[src/rtl/ext_int_ctrl_pkg.sv]
// ext_int_controller shared types.
// FSM state encoding and default source count.
package ext_int_ctrl_pkg;

   localparam int NUM_SOURCES_DEFAULT = 8;

   typedef enum logic [1:0] {
      IDLE    = 2'd0,
      REQUEST = 2'd1,
      SERVICE = 2'd2
   } int_state_t;

endpackage

[src/rtl/int_priority_encoder.sv]
// Lowest-index-first priority encoder.
// Bit 0 has the highest priority.
module int_priority_encoder #(
   parameter int N        = 8,
   parameter int VECTOR_W = $clog2(N)
) (
   input  logic [N-1:0]        req,
   output logic [VECTOR_W-1:0] idx,
   output logic                valid
);

   // Scan downward so the lowest set bit is the last one written.
   always_comb begin
      idx   = '0;
      valid = 1'b0;
      for (int i = N - 1; i >= 0; i--) begin
         if (req[i]) begin
            idx   = VECTOR_W'(i);
            valid = 1'b1;
         end
      end
   end

endmodule

[src/rtl/ext_int_controller.sv]
// Fixed-priority external interrupt controller.
// Latches pulses as pending and hands one vector at a time to the core.
module ext_int_controller
   import ext_int_ctrl_pkg::*;
#(
   parameter int NUM_SOURCES = NUM_SOURCES_DEFAULT,
   parameter int VECTOR_W    = $clog2(NUM_SOURCES)
) (
   input  logic                   clk,
   input  logic                   rst_n,
   input  logic [NUM_SOURCES-1:0] irq_pulse,
   input  logic [NUM_SOURCES-1:0] int_mask,
   input  logic                   global_enable,
   input  logic [NUM_SOURCES-1:0] pending_clear,
   output logic                   int_req,
   output logic [VECTOR_W-1:0]    int_vector,
   input  logic                   int_ack,
   input  logic                   int_done,
   output logic [NUM_SOURCES-1:0] pending,
   output logic [NUM_SOURCES-1:0] in_service
);

   int_state_t state;

   logic [NUM_SOURCES-1:0] eligible;
   logic [NUM_SOURCES-1:0] vec_onehot;
   logic [NUM_SOURCES-1:0] clr_mask;
   logic [VECTOR_W-1:0]    win_idx;
   logic                   win_valid;
   logic                   ack_fire;

   assign eligible   = pending & int_mask;
   assign vec_onehot = NUM_SOURCES'(1) << int_vector;
   assign ack_fire   = (state == REQUEST) && int_ack;
   assign clr_mask   = pending_clear
                     | (ack_fire ? vec_onehot : '0);

   int_priority_encoder #(
      .N        (NUM_SOURCES),
      .VECTOR_W (VECTOR_W)
   ) u_enc (
      .req   (eligible),
      .idx   (win_idx),
      .valid (win_valid)
   );

   always_ff @(posedge clk) begin
      if (!rst_n) begin
         state      <= IDLE;
         pending    <= '0;
         in_service <= '0;
         int_req    <= 1'b0;
         int_vector <= '0;
      end else begin
         // A new pulse outranks any clear of the same bit.
         pending <= (pending & ~clr_mask) | irq_pulse;
         unique case (state)
            IDLE: begin
               if (global_enable && win_valid) begin
                  int_vector <= win_idx;
                  int_req    <= 1'b1;
                  state      <= REQUEST;
               end
            end
            REQUEST: begin
               if (int_ack) begin
                  int_req    <= 1'b0;
                  in_service <= vec_onehot;
                  state      <= SERVICE;
               end
            end
            SERVICE: begin
               if (int_done) begin
                  in_service <= '0;
                  state      <= IDLE;
               end
            end
            default: state <= IDLE;
         endcase
      end
   end

endmodule
[config.mk]
export PLATFORM = sky130hd
export DESIGN_NAME = ext_int_controller
export DESIGN_NICKNAME = d
export VERILOG_FILES = /design/src/rtl/ext_int_ctrl_pkg.sv /design/src/rtl/int_priority_encoder.sv /design/src/rtl/ext_int_controller.sv
export SDC_FILE = /design/constraint.sdc
export NUM_CORES = 1
export LEC_CHECK = 0
export CAP_MARGIN = 40
export CORE_MARGIN = 8
export CORE_UTILIZATION = 40
export DETAILED_ROUTE_END_ITERATION = 6
export PLACE_DENSITY = 0.83
export SETUP_SLACK_MARGIN = 0.1
export SKIP_LAST_GASP = 1
export SYNTH_ARGS = -nofsm -noshare
export SYNTH_HDL_FRONTEND = slang
export SYNTH_HIERARCHICAL = 1
export SYNTH_SLANG_ARGS = --single-unit
[constraint.sdc]
create_clock -name clk -period 2.05 [get_ports clk]
set_clock_uncertainty 0.1 [all_clocks]
set_input_delay 0.205 -clock clk [delete_from_list [all_inputs] [get_ports clk]]
set_output_delay 0.205 -clock clk [all_outputs]
set_load 0.01 [all_outputs]
==> flow_metrics.tcl <==
set metrics [dict create \
    post_cts_resize_count 0 \
    relSlewSlack 0.648 \
    start_kind "flop" \
    synth_area_mm2 0.00104 \
    ir_drop_v 0.000466 \
    endpoint_kind "output port" \
    grtUsageMet3 0.0453 \
    r2r_slack_ns 0.39 \
    fillCellCount 220 \
    diodes 0 \
    cp_max_fo 7 \
    grt_pass1_vias 1089 \
    root_buffer "clkbuf_4" \
    cp_cell_sequence "clkdlybuf4s50_1" \
    maxCapViolCount 0 \
    slowest_delay_ns 0.59 \
    crit_buf_inv 1 \
    drt_iter0_drc 14 \
    remaining_drc_errors 0 \
    seqPwrFrac 0.466 \
    dr.pass1.iters 4 \
    cts_buffers 3 \
    areaGrowthSynthToFinish_pct 54.2 \
    port-buffer-count 48 \
    slew_viol_final 0 \
    cts_tree "yes" \
    final_common_cell "clkdlybuf4s50_1" \
    dieArea_mm2 0.00448 \
    ctsHoldBuffers 0 \
    syn_area_per_cell_um2 9.34 \
    dieHeight_um 66.9 \
    drive_gt1_frac 0.0679 \
    post_cts_buffers 0 \
    syn_nets 140 \
    start_util 0.419 \
    num_rows 18 \
    num_vias 983 \
    status "complete, no violations" \
    min_path_type "in2reg" \
    use_met2 0.247 \
    p_leak_nw 0.615 \
    tns_ns 0 \
    worstSetupPathType "reg2out" \
    via_per_inst 5.12 \
    fin_ws_ns 0.374 \
    antenna_found_initial 0 \
    cts.path.max_buffers 2 \
    clk_latency_ns 0.30 \
    grt_pass1_wl_um 4800 \
    grt_start_max_net_pins 14 \
    grt_remaining_overflow 0 \
    track_usage 0.137 \
    critPathTopFamily "buffers and inverters" \
    p_per_area_mw_per_mm2 634 \
    die_x_um 66.9 \
    combPwrFrac 0.206 \
    io_pins 49 \
    drt-total-wl_um 3020 \
    pre_cts_ws_ns 0.0973 \
    worst_pin_slew_ns 0.527 \
    yosysSeqAreaShare 0.425 \
    min_period_ns 1.68 \
    wl_per_cell_um 15.7 \
    h-tree-depth 1 \
    core_area_mm2 0.00248 \
    cts_sinks 22 \
    ys_warn_count 6 \
    gr-usage-met1 0.144 \
    ant_nets 0 \
    gp_congestion 0.817 \
    dpl.hpwl_um 2430 \
    synth.distinct_cells 33 \
    p_int_mw 0.774 \
    min_period_over_period 0.817 \
    switchingPower_mw 0.240 \
    rsz0062_at_grt "false" \
    fmax_ghz 0.597 \
    ys_ff_latch 22 \
    critPathArrivalTime_ns 1.37 \
    fin_nets 192 \
    p_sw_frac 0.236 \
    mostFrequentLayoutCells "48 x clkdlybuf4s50_1, 22 x dfxtp_1, 9 x inv_1" \
    critical_path.slowest_cell "clkdlybuf4s50_1" \
    setup_violations 0 \
    final_hold_viol_count 0 \
    globalRoute.busiestLayer "met2" \
    synth_cells 111 \
    cp_data_required_time_ns 1.75 \
    cts.reportedPaths.clkPinSlew_ns 0.12 \
    p_clk_frac 0.327 \
]
==> stage by stage <==
stage	cells	hold WS, ns	area, um^2	util	power (mW)
3_3_place_gp	188	0.350	1550	0.624	0.685
4_1_cts	192	0.344	1600	0.645	1.02
5_1_grt	192	0.352	1600	0.645	1.06
3_5_place_dp	188	0.351	1550	0.624	0.691
2_1_floorplan	111	0.214	1040	-	0.576
6_report	192	0.336	1600	0.645	1.01
==> kinds of logic after synthesis <==
kind of cell / count (synthesis) / synth area share
buffers and inverters: 11 / 0.0482
DFF: 22 / 0.425
and+or+nand+nor: 43 / 0.263
AOI/OAI and AO/OA: 32 / 0.235
muxes: 3 / 0.0290
==> power groups by stage <==
stage          logic, mW  registers, mW  clock network, mW
2_1_floorplan     0.0927          0.484                  0
3_3_place_gp       0.205          0.480                  0
3_5_place_dp       0.209          0.482                  0
4_1_cts            0.211          0.472              0.335
5_1_grt            0.228          0.475              0.362
6_report           0.209          0.472              0.332
==> sequential cells by signal (all words and copies together) (netlist names) <==
register,cells
in_service,8
int_vector,3
pending,8
state,2
int_req,1
==> Yosys cell counts (all sizes together) <==
library cell	number	share of area
and2	8	0.048
nor3	3	0.014
and2b	1	0.0084
and3	1	0.0060
nand4	1	0.0060
o21a	7	0.051
and3b	2	0.018
nand2b	6	0.036
a22o	4	0.034
o21ai	2	0.0097
o21bai	1	0.0072
a211oi	1	0.0072
o41ai	1	0.0084
mux2i	3	0.029
dfxtp	22	0.42
and4bb	1	0.016
nor3b	2	0.014
a311oi	1	0.025
o311ai	1	0.0084
inv	9	0.033
o2bb2ai	3	0.025
nor2b	4	0.024
nand2	3	0.011
a31oi	2	0.012
nor2	6	0.022
nand3b	2	0.014
nor4	3	0.024
a21o	1	0.0084
buf	2	0.016
a21oi	8	0.039
==> worst paths after layout <==
check	startpoint	end	depth (start not counted)
max	int_vector[2]$_SDFFE_PN0P_	int_vector[2]	1
min	irq_pulse[6]	pending[6]$_SDFF_PN0_	3
max reg2reg	pending[7]$_SDFF_PN0_	int_vector[2]$_SDFFE_PN0P_	6
min reg2reg	in_service[7]$_SDFFE_PN0P_	in_service[7]$_SDFFE_PN0P_	1
==> area by class of cell <==
class / count / area [um^2] / share of cell area
Multi-Input combinational cell: 78 / 547 / 0.342
Timing Repair Buffer: 49 / 488 / 0.305
Clock inverter: 1 / 30.0 / 0.0188
Inverter: 9 / 33.8 / 0.0211
Clock buffer: 3 / 22.5 / 0.0141
Sequential cell: 22 / 440 / 0.275
Tap cell: 30 / 37.5 / 0.0235
==> routing by layer <==
layer  share of wire  wire (um)
met4           0.010         30
met2            0.49       1470
met5               0          0
met1            0.43       1290
met3           0.074        222
Power figures use the tool's default switching activity.
